$ cat src/rtl/riscv_pkg.sv
// Shared definitions for the RV32M multiply/divide unit: funct3 encodings,
// FSM state type and the divide special-case constants.
package riscv_pkg;

    localparam int XLEN = 32;

    localparam logic [2:0] F3_MUL    = 3'b000;
    localparam logic [2:0] F3_MULH   = 3'b001;
    localparam logic [2:0] F3_MULHSU = 3'b010;
    localparam logic [2:0] F3_MULHU  = 3'b011;
    localparam logic [2:0] F3_DIV    = 3'b100;
    localparam logic [2:0] F3_DIVU   = 3'b101;
    localparam logic [2:0] F3_REM    = 3'b110;
    localparam logic [2:0] F3_REMU   = 3'b111;

    typedef enum logic [1:0] {
        IDLE = 2'd0,
        CALC = 2'd1,
        DONE = 2'd2
    } muldiv_state_e;

    localparam logic [31:0] ALL_ONES = 32'hFFFF_FFFF;
    localparam logic [31:0] INT_MIN  = 32'h8000_0000;

    // funct3[2] separates the divide/remainder group from the multiplies
    function automatic logic isDivOp(input logic [2:0] f3);
        return f3[2];
    endfunction

endpackage

$ cat src/rtl/ex_muldiv_if.sv
// ID/EX-to-muldiv bundle: operands and control in, stall/result/writeback out.
interface ex_muldiv_if;

    logic                       start_i;
    logic [3:0]                 funct_i;
    logic [riscv_pkg::XLEN-1:0] rs1_i;
    logic [riscv_pkg::XLEN-1:0] rs2_i;
    logic [4:0]                 wr_reg_i;
    logic                       flush_i;
    logic                       busy_o;
    logic                       done_o;
    logic [riscv_pkg::XLEN-1:0] result_o;
    logic [4:0]                 wr_reg_o;

    modport master (
        output start_i, funct_i, rs1_i, rs2_i, wr_reg_i, flush_i,
        input  busy_o, done_o, result_o, wr_reg_o
    );

    modport slave (
        input  start_i, funct_i, rs1_i, rs2_i, wr_reg_i, flush_i,
        output busy_o, done_o, result_o, wr_reg_o
    );

endinterface

$ cat src/rtl/ex_muldiv_core.sv
// One iteration of the unsigned datapath: shift-add multiply step or one
// restoring-division step. Purely combinational.
module ex_muldiv_core (
    input  logic        i_isDiv,
    input  logic [63:0] i_acc,
    input  logic [32:0] i_rem,
    input  logic [31:0] i_opB,
    output logic [63:0] o_acc,
    output logic [32:0] o_rem
);

    logic [32:0] w_sum;
    logic [32:0] w_shiftRem;
    logic [33:0] w_diff;

    // Multiply: acc = {partial hi, multiplier lo}, add on lsb then shift right.
    // Divide: acc[31:0] holds dividend bits shifting out / quotient bits shifting in.
    always_comb begin
        o_acc      = i_acc;
        o_rem      = i_rem;
        w_sum      = '0;
        w_shiftRem = '0;
        w_diff     = '0;
        if (!i_isDiv) begin
            w_sum = {1'b0, i_acc[63:32]} + (i_acc[0] ? {1'b0, i_opB} : 33'd0);
            o_acc = {w_sum, i_acc[31:1]};
        end else begin
            w_shiftRem = {i_rem[31:0], i_acc[31]};
            w_diff     = {1'b0, w_shiftRem} - {2'b00, i_opB};
            if (!w_diff[33]) begin
                o_rem = w_diff[32:0];
                o_acc = {i_acc[63:32], i_acc[30:0], 1'b1};
            end else begin
                o_rem = w_shiftRem;
                o_acc = {i_acc[63:32], i_acc[30:0], 1'b0};
            end
        end
    end

endmodule

$ cat src/rtl/ex_muldiv.sv
// Iterative RV32M multiply/divide unit with stall request and registered result.
// Define EX_MULDIV_FAST_MUL_EN for a single-cycle multiplier on the multiply ops.
module ex_muldiv
    import riscv_pkg::*;
(
    input  logic        clk,
    input  logic        rst_n,
    ex_muldiv_if.slave  bus
);

    muldiv_state_e r_state;
    logic [4:0]    r_count;
    logic [2:0]    r_op;
    logic [4:0]    r_wrReg;
    logic [63:0]   r_acc;
    logic [32:0]   r_rem;
    logic [31:0]   r_opB;
    logic          r_negRes;
    logic          r_negRem;
    logic          r_done;
    logic [31:0]   r_result;
    logic [4:0]    r_wrRegOut;

    logic [2:0]    w_f3;
    logic          w_unusedFunct;
    logic          w_aSigned;
    logic          w_bSigned;
    logic          w_negA;
    logic          w_negB;
    logic [31:0]   w_absA;
    logic [31:0]   w_absB;
    logic          w_divZero;
    logic          w_overflow;
    logic [63:0]   w_coreAcc;
    logic [32:0]   w_coreRem;
    logic [63:0]   w_prod;
    logic [31:0]   w_quot;
    logic [31:0]   w_remC;
    logic [31:0]   w_final;

    assign w_f3          = bus.funct_i[2:0];
    assign w_unusedFunct = bus.funct_i[3];

    assign w_aSigned = (w_f3 == F3_MUL) || (w_f3 == F3_MULH) || (w_f3 == F3_MULHSU)
                    || (w_f3 == F3_DIV) || (w_f3 == F3_REM);
    assign w_bSigned = (w_f3 == F3_MUL) || (w_f3 == F3_MULH)
                    || (w_f3 == F3_DIV) || (w_f3 == F3_REM);
    assign w_negA    = w_aSigned & bus.rs1_i[31];
    assign w_negB    = w_bSigned & bus.rs2_i[31];
    assign w_absA    = w_negA ? (32'd0 - bus.rs1_i) : bus.rs1_i;
    assign w_absB    = w_negB ? (32'd0 - bus.rs2_i) : bus.rs2_i;
    assign w_divZero  = isDivOp(w_f3) && (bus.rs2_i == 32'd0);
    assign w_overflow = ((w_f3 == F3_DIV) || (w_f3 == F3_REM))
                     && (bus.rs1_i == INT_MIN) && (bus.rs2_i == ALL_ONES);

`ifdef EX_MULDIV_FAST_MUL_EN
    logic signed [65:0] w_fastProd;
    logic [1:0]         w_unusedFastHi;
    assign w_fastProd     = $signed({w_aSigned & bus.rs1_i[31], bus.rs1_i})
                          * $signed({w_bSigned & bus.rs2_i[31], bus.rs2_i});
    assign w_unusedFastHi = w_fastProd[65:64];
`endif

    ex_muldiv_core u_core (
        .i_isDiv (isDivOp(r_op)),
        .i_acc   (r_acc),
        .i_rem   (r_rem),
        .i_opB   (r_opB),
        .o_acc   (w_coreAcc),
        .o_rem   (w_coreRem)
    );

    // Sign-correct the magnitude results; remainder follows the dividend sign.
    assign w_prod = r_negRes ? (64'd0 - r_acc) : r_acc;
    assign w_quot = r_negRes ? (32'd0 - r_acc[31:0]) : r_acc[31:0];
    assign w_remC = r_negRem ? (32'd0 - r_rem[31:0]) : r_rem[31:0];

    always_comb begin
        w_final = w_prod[31:0];
        case (r_op)
            F3_MUL:                      w_final = w_prod[31:0];
            F3_MULH, F3_MULHSU, F3_MULHU: w_final = w_prod[63:32];
            F3_DIV, F3_DIVU:             w_final = w_quot;
            default:                     w_final = w_remC;
        endcase
    end

    assign bus.busy_o   = ((r_state == IDLE) && bus.start_i && !bus.flush_i)
                        || (r_state == CALC) || (r_state == DONE);
    assign bus.done_o   = r_done;
    assign bus.result_o = r_result;
    assign bus.wr_reg_o = r_wrRegOut;

    // Special cases preload acc/rem with the final answer and clear the sign
    // flags so DONE's normal selection path emits them unchanged.
    always_ff @(posedge clk or negedge rst_n) begin
        if (!rst_n) begin
            r_state    <= IDLE;
            r_count    <= 5'd0;
            r_op       <= 3'd0;
            r_wrReg    <= 5'd0;
            r_acc      <= 64'd0;
            r_rem      <= 33'd0;
            r_opB      <= 32'd0;
            r_negRes   <= 1'b0;
            r_negRem   <= 1'b0;
            r_done     <= 1'b0;
            r_result   <= 32'd0;
            r_wrRegOut <= 5'd0;
        end else begin
            r_done <= 1'b0;
            if (bus.flush_i) begin
                r_state <= IDLE;
                r_count <= 5'd0;
            end else begin
                case (r_state)
                    IDLE: begin
                        if (bus.start_i) begin
                            r_op     <= w_f3;
                            r_wrReg  <= bus.wr_reg_i;
                            r_count  <= 5'd0;
                            r_rem    <= 33'd0;
                            r_negRes <= w_negA ^ w_negB;
                            r_negRem <= w_negA;
                            r_state  <= CALC;
                            if (isDivOp(w_f3)) begin
                                r_acc <= {32'd0, w_absA};
                                r_opB <= w_absB;
                            end else begin
                                r_acc <= {32'd0, w_absB};
                                r_opB <= w_absA;
                            end
                            if (w_divZero) begin
                                r_acc    <= {32'd0, ALL_ONES};
                                r_rem    <= {1'b0, bus.rs1_i};
                                r_negRes <= 1'b0;
                                r_negRem <= 1'b0;
                                r_state  <= DONE;
                            end else if (w_overflow) begin
                                r_acc    <= {32'd0, INT_MIN};
                                r_negRes <= 1'b0;
                                r_negRem <= 1'b0;
                                r_state  <= DONE;
                            end
`ifdef EX_MULDIV_FAST_MUL_EN
                            else if (!isDivOp(w_f3)) begin
                                r_acc    <= w_fastProd[63:0];
                                r_negRes <= 1'b0;
                                r_state  <= DONE;
                            end
`endif
                        end
                    end
                    CALC: begin
                        r_acc   <= w_coreAcc;
                        r_rem   <= w_coreRem;
                        r_count <= r_count + 5'd1;
                        if (r_count == 5'd31) begin
                            r_state <= DONE;
                        end
                    end
                    DONE: begin
                        r_result   <= w_final;
                        r_wrRegOut <= r_wrReg;
                        r_done     <= 1'b1;
                        r_state    <= IDLE;
                    end
                    default: r_state <= IDLE;
                endcase
            end
        end
    end

endmodule

$ cat src/flat_wrapper.sv
// flat-port wrapper written by rule: the top's interface ports become plain ports
module ex_muldiv_flat import riscv_pkg::*;
  (clk, rst_n, bus_start_i, bus_funct_i, bus_rs1_i, bus_rs2_i, bus_wr_reg_i, bus_flush_i, bus_busy_o, bus_done_o, bus_result_o, bus_wr_reg_o);
  ex_muldiv_if bus_i ();
  input  logic clk;
  input  logic rst_n;
  input wire logic [$bits(bus_i.start_i)-1:0] bus_start_i;
  input wire logic [$bits(bus_i.funct_i)-1:0] bus_funct_i;
  input wire logic [$bits(bus_i.rs1_i)-1:0] bus_rs1_i;
  input wire logic [$bits(bus_i.rs2_i)-1:0] bus_rs2_i;
  input wire logic [$bits(bus_i.wr_reg_i)-1:0] bus_wr_reg_i;
  input wire logic [$bits(bus_i.flush_i)-1:0] bus_flush_i;
  output wire logic [$bits(bus_i.busy_o)-1:0] bus_busy_o;
  output wire logic [$bits(bus_i.done_o)-1:0] bus_done_o;
  output wire logic [$bits(bus_i.result_o)-1:0] bus_result_o;
  output wire logic [$bits(bus_i.wr_reg_o)-1:0] bus_wr_reg_o;
  assign bus_i.start_i = bus_start_i;
  assign bus_i.funct_i = bus_funct_i;
  assign bus_i.rs1_i = bus_rs1_i;
  assign bus_i.rs2_i = bus_rs2_i;
  assign bus_i.wr_reg_i = bus_wr_reg_i;
  assign bus_i.flush_i = bus_flush_i;
  assign bus_busy_o = bus_i.busy_o;
  assign bus_done_o = bus_i.done_o;
  assign bus_result_o = bus_i.result_o;
  assign bus_wr_reg_o = bus_i.wr_reg_o;
  ex_muldiv u_core (.clk(clk), .rst_n(rst_n), .bus(bus_i));
endmodule
$ cat config.mk
export PLATFORM = sky130hd
export DESIGN_NAME = ex_muldiv_flat
export DESIGN_NICKNAME = d
export VERILOG_FILES = /design/src/rtl/riscv_pkg.sv /design/src/rtl/ex_muldiv_if.sv /design/src/rtl/ex_muldiv_core.sv /design/src/rtl/ex_muldiv.sv /design/src/flat_wrapper.sv
export SDC_FILE = /design/constraint.sdc
export NUM_CORES = 1
export LEC_CHECK = 0
export BUFFER_PORTS_ARGS = -buffer_cell sky130_fd_sc_hd__clkbuf_2
export CORE_MARGIN = 1.5
export CORE_UTILIZATION = 50
export CTS_CLUSTER_DIAMETER = 200
export DETAILED_ROUTE_END_ITERATION = 8
export PLACE_DENSITY = 0.71
export SETUP_SLACK_MARGIN = 0.05
export SYNTH_ARGS = -nofsm -noshare
export SYNTH_HDL_FRONTEND = slang
export SYNTH_SLANG_ARGS = --single-unit
$ cat constraint.sdc
create_clock -name clk -period 3.6 [get_ports clk]
set_input_delay 0.72 -clock clk [delete_from_list [all_inputs] [get_ports clk]]
set_output_delay 0.72 -clock clk [all_outputs]
set_load 0.1 [all_outputs]
==> metrics.yaml, run 1 <==
setup_path:
  worstSetupPathType: "flip-flop to flip-flop"
  rrSetupSlack_ps: 140
  arrival_ps: 3830
  r2r-start: "u_core.r_rem[0]"
  critical_path.max_fanout: 6
  crit_required_ps: 3970
  cp-start-kind: "flip-flop"
  worst_setup_path_end_kind: "flip-flop"
  ff2ff_path_depth: 11
  r2r-end: "u_core.r_rem[26]"
timing:
  max_freq_mhz: 289
  max_slew.worst_pin.slew_ps: 1240
  finalHoldViolCount: 0
  clock_skew_ps: 18.2
  finalMaxSlewViolations: 0
  fin_setup_tns_ps: 0
  min_period_ps: 3460
  period_share_pct: 96.1
  whs_ps: 326
  setup_violations: 0
  rsz0062_at_grt: "false"
  relSlewSlack_pct: 17.0
layout:
  utilization_pct: 57.6
  layout_common_cells: "nand2_1, a21oi_1, o21ai_0"
  drive_above_1_share_pct: 13.5
  fin_area_um2: 18300
  syn2layout_area_growth_pct: 12.5
  diodes: 0
  finalNetCount: 2352
  layout_commonest_cell: "nand2_1"
synthesis:
  synthArstFlopShare_pct: 100
  synthDominantCellAreaShare_pct: 28.1
  ys_seq_elements: 183
  yosysUniqueCellTypes: 88
  syn_avg_cell_area_um2: 7.70
  syn_nets: 2263
  synth_edf_count: 0
  yosysSeqAreaShare_pct: 28.1
  synth_area_um2: 16300
  synth_area_leaders: "dfrtp_1, a21oi_1, o21ai_0, nand2_1, ha_1"
  synth_top_cell_by_area: "dfrtp_1"
  ys_warn_count: 0
  synthFlopType: "dfrtp_1"
  postSynthCellCount: 2113
grt:
  grt_overflow: 0
  grt_max_degree: 93
  grt_pass1_wl_mm: 90.5
  grt_pass1_vias: 15611
  antenna_found_initial: 0
  track_usage_pct: 35.2
routing:
  drc: 0
  wirelength_mm: 58.9
  drt_iter0_markers: 2025
  viasPerCell: 6.43
  vias: 17049
  routedWlPerCell_um: 22.2
  ant_nets: 0
  drt_first_pass_iters: 5
floorplanning:
  fp.dieW_um: 183
  io_pins: 116
  core.rowCount: 65
  start_util_pct: 51.2
  design.core.area_um2: 31800
  dieArea_um2: 33600
  fp.dieH_um: 183
clock_network:
  clockBufferDepth: 2
  cts_root_buf: "clkbuf_16"
  clock_latency_ps: 460
  htree_levels: 4
  cts_tree: "done"
  cts_setup_buffers: 0
  clk_pin_slew_ps: 80
  numClockSinks: 183
  cts_buffers: 17
place:
  place_area_um2: 17700
  hpwl_mm: 45.9
  place.gp.congestion: 0.996
  portBuffers: 114
power:
  p_leak_nw: 7.94
  powerDensity_nw_per_um2: 596
  ir_worst_vdd_mv: 0.410
run:
  cap_viol_max_count: 0
worst_hold_path:
  hold_class: "primary input to async pin"
run_status:
  status: "complete, no violations"
timing repair:
| action | in CTS | in global routing |
|---|---|---|
| hold endpoints to repair | 0 | 0 |
| pin swaps | 0 | 1 |
| hold buffers | 0 | 0 |
| endpoints found under the setup margin | 1 | 29 |
| gates resized for setup | 1 | 9 |
routing by layer:
metal  share of wire, %  track usage, %
met2                 44            53.5
met4                5.1            17.7
met3                8.9            5.40
met5                  0               0
met1                 42            48.6
worst max-delay path: stages, from the launching register on:
cell       delay [ps]
dfrtp_1           550
inv_1             160
fa_1              440
nand2b_1          220
a2111oi_1         560
buf_4             230
o31ai_1           110
a21oi_1           280
o211ai_1          140
and3b_1           190
or3_1             340
a31oi_1           170
registers in the layout (all words and copies together) (netlist names):
signal / count
u_core.bus.wr_reg_o: 5
u_core.r_negRem: 1
u_core.r_opB: 32
u_core.r_wrReg: 5
u_core.r_rem: 32
u_core.bus.done_o: 1
u_core.r_state: 2
u_core.r_op: 3
u_core.r_negRes: 1
u_core.bus.result_o: 32
u_core.r_acc: 64
u_core.r_count: 5
worst max path at each step:
stage               startpoint                      end
2_1_floorplan  u_core.r_acc[0]  u_core.bus.result_o[28]
3_3_place_gp   u_core.r_acc[1]  u_core.bus.result_o[28]
3_5_place_dp   u_core.r_acc[1]  u_core.bus.result_o[28]
4_1_cts        u_core.r_acc[0]         u_core.r_acc[49]
5_1_grt        u_core.r_rem[0]         u_core.r_rem[26]
6_report       u_core.r_rem[0]         u_core.r_rem[26]
area by class of cell:
cell class,instances,area (um2)
fill,2984,13500
multi-input combinational,1727,11000
sequential,183,4580
timing repair buffer,206,1340
tap,435,544
clock buffer,20,457
inverter,67,251
clock inverter,12,144
Yosys cell counts, types with 11 or more instances:
cell and count:
o22ai_1 32, xor2_1 92, a21oi_1 214, nand2b_1 14, o21ai_0 197, or3_1 21, and2_1 11, or2_2 13
o41ai_1 21, nand2_1 239, dfrtp_1 183, mux2i_1 51, buf_1 11, clkbuf_1 118, a21o_1 33, ha_1 71
inv_1 65, nor2_1 186, a31oi_1 25, o31ai_1 57, xnor2_1 95, nor4_1 11, or4_1 23, nor2b_1 13
nor3_1 46, nand3_1 38, nand4_1 25, a211oi_1 30
where the power goes:
group	switching, W	internal [W]	leakage (nW)
logic	0.00373	0.00231	5.29
registers	0.000531	0.00238	2.36
clock network	0.000889	0.00107	0.289
total	0.00515	0.00577	7.94
cells by family after synthesis:
logic type	synth area share, %
AO/OA/AOI/OAI	27.7
XOR/XNOR	10.1
adder cells (fa/ha/maj)	5.71
buffers and inverters	4.75
flip-flops	28.1
multiplexers	3.83
AND/OR/NAND/NOR	19.8
through the flow:
stage / cells / setup WS, ps / total power, W
6_report: 2650 / 140 / 0.0109
2_1_floorplan: 2113 / 57.6 / 0.00666
4_1_cts: 2650 / 114 / 0.0107
5_1_grt: 2650 / 17.6 / 0.0115
3_3_place_gp: 2618 / 143 / 0.00862
3_5_place_dp: 2618 / 59.3 / 0.00872
Note: power is estimated with default switching activity, not from simulation.
==> run 2, diff against run 1 <==
Settings changed: PLACE_DENSITY 0.71 to 0.68.
Clock period 3.6 ns to 3.4 ns, I/O delays scaled along.
==> run 2 against run 1 <==
Net effect:
- sequential power increased by 5%
- die area stayed put
- clock power grew 4%
- global-route usage up 1.4 points
- combinational power increased by 12%
- critical path type unchanged
- critical endpoint is now u_core.bus.result_o[14]
==> metrics.yaml, run 2 (synthesis gave the netlist of run 1 again) <==
routing:
  routedWlPerCell_um: 22.4  # was 22.2 um
  vias: 17056  # was 17049
  drt_iter0_markers: 1726  # was 2025
  drt_first_pass_iters: 8  # was 5
  wirelength_mm: 61.1  # was 58.9 mm
  ant_nets: 0  # unchanged
  drc: 0  # unchanged
  viasPerCell: 6.24  # was 6.43
timing:
  whs_ps: 264  # was 326 ps
  finalHoldViolCount: 0  # unchanged
  max_freq_mhz: 299  # was 289 MHz
  relSlewSlack_pct: 15.8  # was 17.0%
  rsz0062_at_grt: "true"  # was false
  clock_skew_ps: 9.88  # was 18.2 ps
  fin_setup_tns_ps: 0  # unchanged
  setup_violations: 0  # unchanged
  finalMaxSlewViolations: 0  # unchanged
  max_slew.worst_pin.slew_ps: 1260  # was 1240 ps
  min_period_ps: 3350  # was 3460 ps
  period_share_pct: 98.4  # was 96.1%
setup_path:
  arrival_ps: 3670  # was 3830 ps
  worstSetupPathType: "flip-flop to flip-flop"  # unchanged
  critical_path.max_fanout: 6  # unchanged
  crit_required_ps: 3730  # was 3970 ps
  cp-start-kind: "flip-flop"  # unchanged
  worst_setup_path_end_kind: "flip-flop"  # unchanged
  ff2ff_path_depth: 9  # was 11
layout:
  drive_above_1_share_pct: 17.8  # was 13.5%
  syn2layout_area_growth_pct: 17.1  # was 12.5%
  diodes: 0  # unchanged
  largest_reg_flops: 64  # unchanged
  layout_commonest_cell: "nand2_1"  # unchanged
  largest-register: "u_core.r_acc"  # unchanged
  fillCellCount: 2960  # was 2984
  layout_common_cells: "nand2_1, a21oi_1, o21ai_0"  # unchanged
  finalNetCount: 2437  # was 2352
power:
  ir_worst_vdd_mv: 0.456  # was 0.410 mV
  p_leak_nw: 8.36  # was 7.94 nW
  powerDensity_nw_per_um2: 623  # was 596 nW/um2
place:
  portBuffers: 114  # unchanged
  place.gp.congestion: 1.00  # was 0.996
  hpwl_mm: 48.7  # was 45.9 mm
floorplanning:
  fp.dieH_um: 183  # unchanged
  start_util_pct: 51.2  # unchanged
  fp.dieW_um: 183  # unchanged
  core.rowCount: 65  # unchanged
  io_pins: 116  # unchanged
  design.core.area_um2: 31800  # unchanged
  dieArea_um2: 33600  # unchanged
clock_network:
  clk_pin_slew_ps: 80  # about the same
  htree_levels: 4  # unchanged
  numClockSinks: 183  # unchanged
  clockBufferDepth: 2  # unchanged
  cts_tree: "done"  # unchanged
  clock_latency_ps: 470  # was 460 ps
  cts_buffers: 17  # unchanged
  cts_root_buf: "clkbuf_16"  # unchanged
  cts_hold_buf: 0  # unchanged
grt:
  track_usage_pct: 36.6  # was 35.2%
  grt_pass1_wl_mm: 93.3  # was 90.5 mm
  antenna_found_initial: 0  # unchanged
  grt_max_degree: 85  # was 93
  grt_pass1_vias: 15990  # was 15611
  grt_overflow: 0  # unchanged
run:
  cap_viol_max_count: 0  # unchanged
run_status:
  status: "complete, no violations"  # unchanged
worst_hold_path:
  hold_class: "primary input to async pin"  # unchanged
[run 2: changes by cell type in the layout (fill, tap and decap cells not counted), moves of 3 or more]
cell / previous run / this run
buf_4: 87 / 171
dfrtp_1: 181 / 175
dfrtp_2: 2 / 8
a21oi_1: 213 / 210
a21oi_2: 1 / 4
clkinv_4: 4 / 1
[run 2: layout make-up]
type | count | area, um2 | share of cell area (%)
Tap cell | 435 | 544 | 2.86
Timing Repair Buffer | 291 | 2000 | 10.5
Inverter | 67 | 251 | 1.32
Clock buffer | 19 | 443 | 2.32
Sequential cell | 183 | 4590 | 24.1
Clock inverter | 13 | 138 | 0.722
Multi-Input combinational cell | 1727 | 11100 | 58.2
[run 2: final timing paths]
kind,startpoint,endpoint,slack [ps]
hold / removal,rst_n,u_core.bus.wr_reg_o[4],260
max in group asynchronous,rst_n,u_core.r_opB[12],2340
setup reg to reg,u_core.r_rem[0],u_core.bus.result_o[14],50
min in group clk,bus_wr_reg_i[4],u_core.r_wrReg[4],450
setup / recovery,u_core.r_rem[0],u_core.bus.result_o[14],50
hold reg to reg,u_core.r_wrReg[2],u_core.bus.wr_reg_o[2],480
[run 2: what timing repair did]
item,CTS,global route
hold endpoints to repair,0,0
pin swaps,0,5
gates resized for setup,1,35
setup buffers,0,3
endpoints found under the setup margin,1,47
[run 2: routing by layer]
layer / GRT usage [%] / vias up / wire, um
li1: - / 8077 / -
met1: 49.2 / 8090 / 26000
met2: 56.3 / 762 / 26700
met3: 5.92 / 127 / 4840
met4: 20.2 / 0 / 3570
met5: 0 / - / 0
[run 2: worst max-delay path, stage by stage (launching register included)]
cell	delay (ps)
dfrtp_1	490
inv_1	170
ha_1	200
or4b_2	690
or3_1	460
o41ai_1	330
xor2_1	430
o22ai_1	140
a21oi_1	190
o21ai_0	90
[run 2: power by group]
part	leakage [nW]	internal [W]	switching, W
clock network	0.281	0.00105	0.000987
registers	2.35	0.00252	0.000522
logic	5.72	0.00274	0.00405
[run 2: through the flow]
step           instance area [um2]  std cells  total power (W)  worst slack [ps]  util [%]
3_5_place_dp                 18300       2700          0.00960              56.0      57.6
6_report                     19100       2735           0.0119              54.7      59.9
3_3_place_gp                 18300       2700          0.00951              41.2      57.6
5_1_grt                      19100       2735           0.0126             -74.7      59.9
2_1_floorplan                16300       2113          0.00706              60.1         -
4_1_cts                      18900       2732           0.0117              59.5      59.4
